===== src/rtl/bcd_down_timer.sv =====
// bcd_down_timer: cascaded BCD down counter with prescaler, Load/Start control and a one-cycle Done pulse.
// Define BCD_TIMER_AUTORELOAD_EN to reload the last valid preset on the terminal tick instead of stopping.
module bcd_down_timer #(
    parameter int DIGITS   = 4,
    parameter int PRESCALE = 1
) (
    input  logic                CLK,
    input  logic                MR,
    input  logic                Load,
    input  logic [4*DIGITS-1:0] P,
    input  logic                Start,
    input  logic                Enable,
    output logic [4*DIGITS-1:0] Q,
    output logic                Busy,
    output logic                Done,
    output logic                Zero,
    output logic                Err
);

    localparam int W  = 4 * DIGITS;
    localparam int PW = (PRESCALE > 1) ? $clog2(PRESCALE) : 1;
    localparam logic [PW-1:0] PRE_LAST = PW'(PRESCALE - 1);

    typedef enum logic {IDLE, RUN} state_t;

    state_t        state;
    logic [PW-1:0] pre;
    logic [W-1:0]  q_dec;
    logic          p_valid;
    logic          borrow;
`ifdef BCD_TIMER_AUTORELOAD_EN
    logic [W-1:0]  preset;
`endif

    // NOTE: every always_comb output gets a default first so no path leaves it unassigned (no latch).
    always_comb begin
        q_dec  = Q;
        borrow = 1'b1;
        for (int i = 0; i < DIGITS; i++) begin
            if (borrow) begin
                if (Q[4*i +: 4] == 4'd0) begin
                    q_dec[4*i +: 4] = 4'd9;
                end else begin
                    q_dec[4*i +: 4] = Q[4*i +: 4] - 4'd1;
                    borrow          = 1'b0;
                end
            end
        end
    end

    always_comb begin
        p_valid = 1'b1;
        for (int i = 0; i < DIGITS; i++) begin
            if (P[4*i +: 4] > 4'd9) p_valid = 1'b0;
        end
    end

    assign Zero = (Q == '0);
    assign Busy = (state == RUN);

    // Done toggles rather than sets so back-to-back completion events never give a two-cycle pulse.
    // NOTE: state registers use non-blocking assignments so every flop samples pre-edge values.
    always_ff @(posedge CLK or posedge MR) begin
        if (MR) begin
            Q     <= '0;
            state <= IDLE;
            pre   <= '0;
            Done  <= 1'b0;
            Err   <= 1'b0;
`ifdef BCD_TIMER_AUTORELOAD_EN
            preset <= '0;
`endif
        end else begin
            Done <= 1'b0;
            if (Load) begin
                if (p_valid) begin
                    Q   <= P;
                    Err <= 1'b0;
`ifdef BCD_TIMER_AUTORELOAD_EN
                    preset <= P;
`endif
                end else begin
                    Err <= 1'b1;
                end
                state <= IDLE;
                pre   <= '0;
            end else if (Start && state == IDLE) begin
                if (!Zero) begin
                    state <= RUN;
                    pre   <= '0;
                end else begin
                    Done <= ~Done;
                end
            end else if (state == RUN && Enable) begin
                if (pre == PRE_LAST) begin
                    pre <= '0;
                    if (q_dec == '0) begin
                        Done <= ~Done;
`ifdef BCD_TIMER_AUTORELOAD_EN
                        Q <= preset;
`else
                        Q     <= '0;
                        state <= IDLE;
`endif
                    end else begin
                        Q <= q_dec;
                    end
                end else begin
                    pre <= pre + PW'(1);
                end
            end
        end
    end

endmodule


===== config.mk =====
export PLATFORM = sky130hd
export DESIGN_NAME = bcd_down_timer
export DESIGN_NICKNAME = d
export VERILOG_FILES = /design/src/rtl/bcd_down_timer.sv
export SDC_FILE = /design/constraint.sdc
export NUM_CORES = 1
export LEC_CHECK = 0
export BUFFER_PORTS_ARGS = -buffer_cell sky130_fd_sc_hd__buf_4
export CAP_MARGIN = 20
export CORE_MARGIN = 2
export CORE_UTILIZATION = 41
export DETAILED_ROUTE_END_ITERATION = 12
export PLACE_DENSITY = 0.67
export SLEW_MARGIN = 20
export SYNTH_ARGS = -nofsm -noshare
export SYNTH_HDL_FRONTEND = slang
export SYNTH_SLANG_ARGS = --single-unit
export TNS_END_PERCENT = 30

===== constraint.sdc =====
create_clock -name CLK -period 2.4 [get_ports CLK]
set_input_delay 0.12 -clock CLK [delete_from_list [all_inputs] [get_ports CLK]]
set_output_delay 0.12 -clock CLK [all_outputs]
set_load 0.05 [all_outputs]

==> results_dict.tcl <==
set metrics [dict create \
    grt_pass1_wl_um 5678 \
    placed_cells 210 \
    core_mm2 0.002805 \
    fin_skew_ns 0.001060 \
    fin_nets 206 \
    first_pass_iters 8 \
    final_antenna_net_count 0 \
    fin_crit_ns 2.361 \
    power_mw 1.353 \
    grt_max_degree 30 \
    cts.path.max_buffers 2 \
    worst_slew_pin_slew_ns 0.7495 \
    fmax_mhz 423.5 \
    antenna_found_initial 0 \
    p_sw_uw 666.2 \
    maxSlewViolCount 0 \
    dpl-instance-area_mm2 0.001568 \
    final_common_cell "buf_4" \
    synth.yosys.seq_area_share 0.3870 \
    cp-start-kind "flip-flop" \
    hold_class "in -> reg" \
    vias 1293 \
    yosysWarnings 0 \
    syn_area_mm2 0.001229 \
    violations "design-rule violations" \
    cp.required_ns 2.28 \
    endpoint_kind "output pin" \
    crit_arrival_ns 2.24 \
    vias_per_cell 6.014 \
    fin_util 0.5731 \
    crit_type "reg -> out" \
    synth-async-reset-ratio 1.000 \
    place_hpwl_um 2592 \
    drtIter0Drc 64 \
    syn_inst 143 \
    wl_um 3434 \
    antenna_cells 0 \
    whs_ns 0.05733 \
    grt_pass1_vias 1230 \
    place_congestion 0.8421 \
    die_h_um 58.74 \
    maxCapViolations 0 \
    nFillCells 261 \
    combPwrFrac 0.499 \
    setup_viol 0 \
    netSwitchingFraction 0.4923 \
    design_area_mm2 0.001608 \
    slew_headroom 0.4998 \
    cpMaxStageDelayCell "or4_4" \
    finalNonFillerCells 215 \
    cts_tree "done" \
    final_cell_mix "42 x buf_4, 19 x nor2_1, 17 x o21ai_0" \
    start_util 0.4380 \
    rows 19 \
    overflow 0 \
    ys.flop_type "dfrtp_1" \
    ir_worst_vdd_mv 0.4540 \
    crit_chain "or4_4 -> or4_4 -> nor4_4 -> buf_6" \
    syn_to_final_growth_pct 30.86 \
    slowest_delay_ns 0.57 \
    grt_use_total 0.2144 \
    dieWidth_um 58.74 \
    drc_errors 3 \
    ios 41 \
    rsz0062_at_grt "true" \
    path_buf_inv 1 \
    power.density_mw_per_mm2 841.6 \
    seq_power_share 0.378 \
    status "complete, but fails checks" \
    wl_per_cell_um 15.97 \
    cts.sinks 19 \
    dieArea_mm2 0.003450 \
    pwr-share-clk 0.124 \
    clk_pin_slew_worst_paths_ns 0.11 \
    timing.final.crit_share 0.9838 \
    internal-power_uw 687.0 \
    leakagePower_nw 0.6519 \
    cpMostUsedCell "or4_4" \
    synth_edf_count 0 \
    path_max_fanout 7 \
    h-tree-depth 1 \
    synth-seq-cells 19 \
    hold_viol 0 \
    critPathTopFamily "simple AND/OR/NAND/NOR gates" \
    syn_nets 164 \
    postSynthAreaPerCell_um2 8.592 \
    drive_gt1_frac 0.3043 \
    cts_setup_buffers 0 \
    numCtsBuffers 3 \
    clock-root-buffer "clkbuf_4" \
    clk_latency_ns 0.30 \
    io_buffers 40 \
    ys_types 48 \
]
worst reg2reg max path, delay by kind of cell, from the launching register on:
kind	cells	cell delay, ns
AO/OA/AOI/OAI	2	0.29
AND/OR/NAND/NOR	3	1.32
flip-flops	1	0.46
power by group through the flow:
stage	Combinational, mW	Sequential (mW)	Clock [mW]
after floorplan	0.220	0.749	0
after global placement	0.670	0.510	0
after detailed placement	0.674	0.517	0
after CTS	0.677	0.510	0.174
after global routing	0.717	0.527	0.187
final	0.675	0.511	0.167
through the flow:
stage / TNS (ns) / setup WS [ns]
global route: -0.04614 / -0.04614
detailed placement: 0 / 0.2136
finish: 0 / 0.03881
global placement: 0 / 0.2536
CTS: 0 / 0.02435
floorplan: -0.5694 / -0.3109
Yosys cell counts (all sizes together), types with 2 or more instances:
library cell  instances  area, µm²
a2111oi               2      17.52
a211oi                3      27.52
a21oi                 8      40.04
a22o                  2      17.52
a22oi                 3      22.52
and2                  2      12.51
and4                  2      17.52
clkbuf                6      22.52
dfrtp                19      475.5
inv                   4      15.01
nand2                 5      18.77
nand3                 3      15.01
nand3b                2      15.01
nand4                 2      12.51
nor2                 19      71.32
nor3                  5      25.02
nor3b                 2      15.01
nor4                  3      40.04
nor4b                 2      17.52
o21a                  4      30.03
o21ai                19      98.84
o22ai                 2      12.51
o2bb2ai               2      17.52
or2                   2      12.52
or3                   2      12.51
or4                   3      30.03
cell families (layout without fill, tap and decap cells):
| family | Yosys count | after routing | synth area share |
|---|---|---|---|
| AND/OR/NAND/NOR | 57 | 57 | 0.2739 |
| buffers and inverters | 11 | 52 | 0.03360 |
| AO/OA/AOI/OAI | 55 | 55 | 0.2984 |
| XOR/XNOR | 1 | 1 | 0.007130 |
| flip-flops | 19 | 19 | 0.3870 |
timing repair:
action                                  CTS  global route
endpoints found under the hold margin    19             0
pin swaps                                 1             0
endpoints found under the setup margin    1             1
hold buffers                              1             0
resized for setup                         1             0
sequential cells by signal (all words and copies together), names as in the netlist:
signal  count
Q          16
Busy        1
Done        1
Err         1
layout make-up:
| class | count | area [µm²] | share of cell area |
|---|---|---|---|
| Multi-Input combinational cell | 113 | 711.9 | 0.4428 |
| Sequential cell | 19 | 479.2 | 0.2981 |
| Timing Repair Buffer | 44 | 336.6 | 0.2093 |
| Tap cell | 31 | 38.79 | 0.02412 |
| Clock buffer | 4 | 26.28 | 0.01634 |
| Inverter | 4 | 15.01 | 0.009339 |
routing by layer:
layer | vias to the layer above | global-route usage | routed length, µm
li1 | 636 | - | -
met2 | 32 | 0.3571 | 1646
met4 | 0 | 0.06818 | 30
met1 | 621 | 0.2889 | 1621
met5 | - | 0 | 0
met3 | 4 | 0.02637 | 136
path summary, 6_finish.rpt:
check / depth (start not counted) / endpoint / start / slack [ns]
max: 4 / Zero / Q[5] / 0.04
min: 2 / Q[9] / P[9] / 0.06
max reg2reg: 5 / Q[14] / Q[5] / 0.25
min reg2reg: 1 / Done / Done / 0.45
max in group asynchronous: 3 / Q[7] / MR / 1.39
min in group asynchronous: 3 / Q[0] / MR / 0.50
Power figures use the tool's default switching activity.
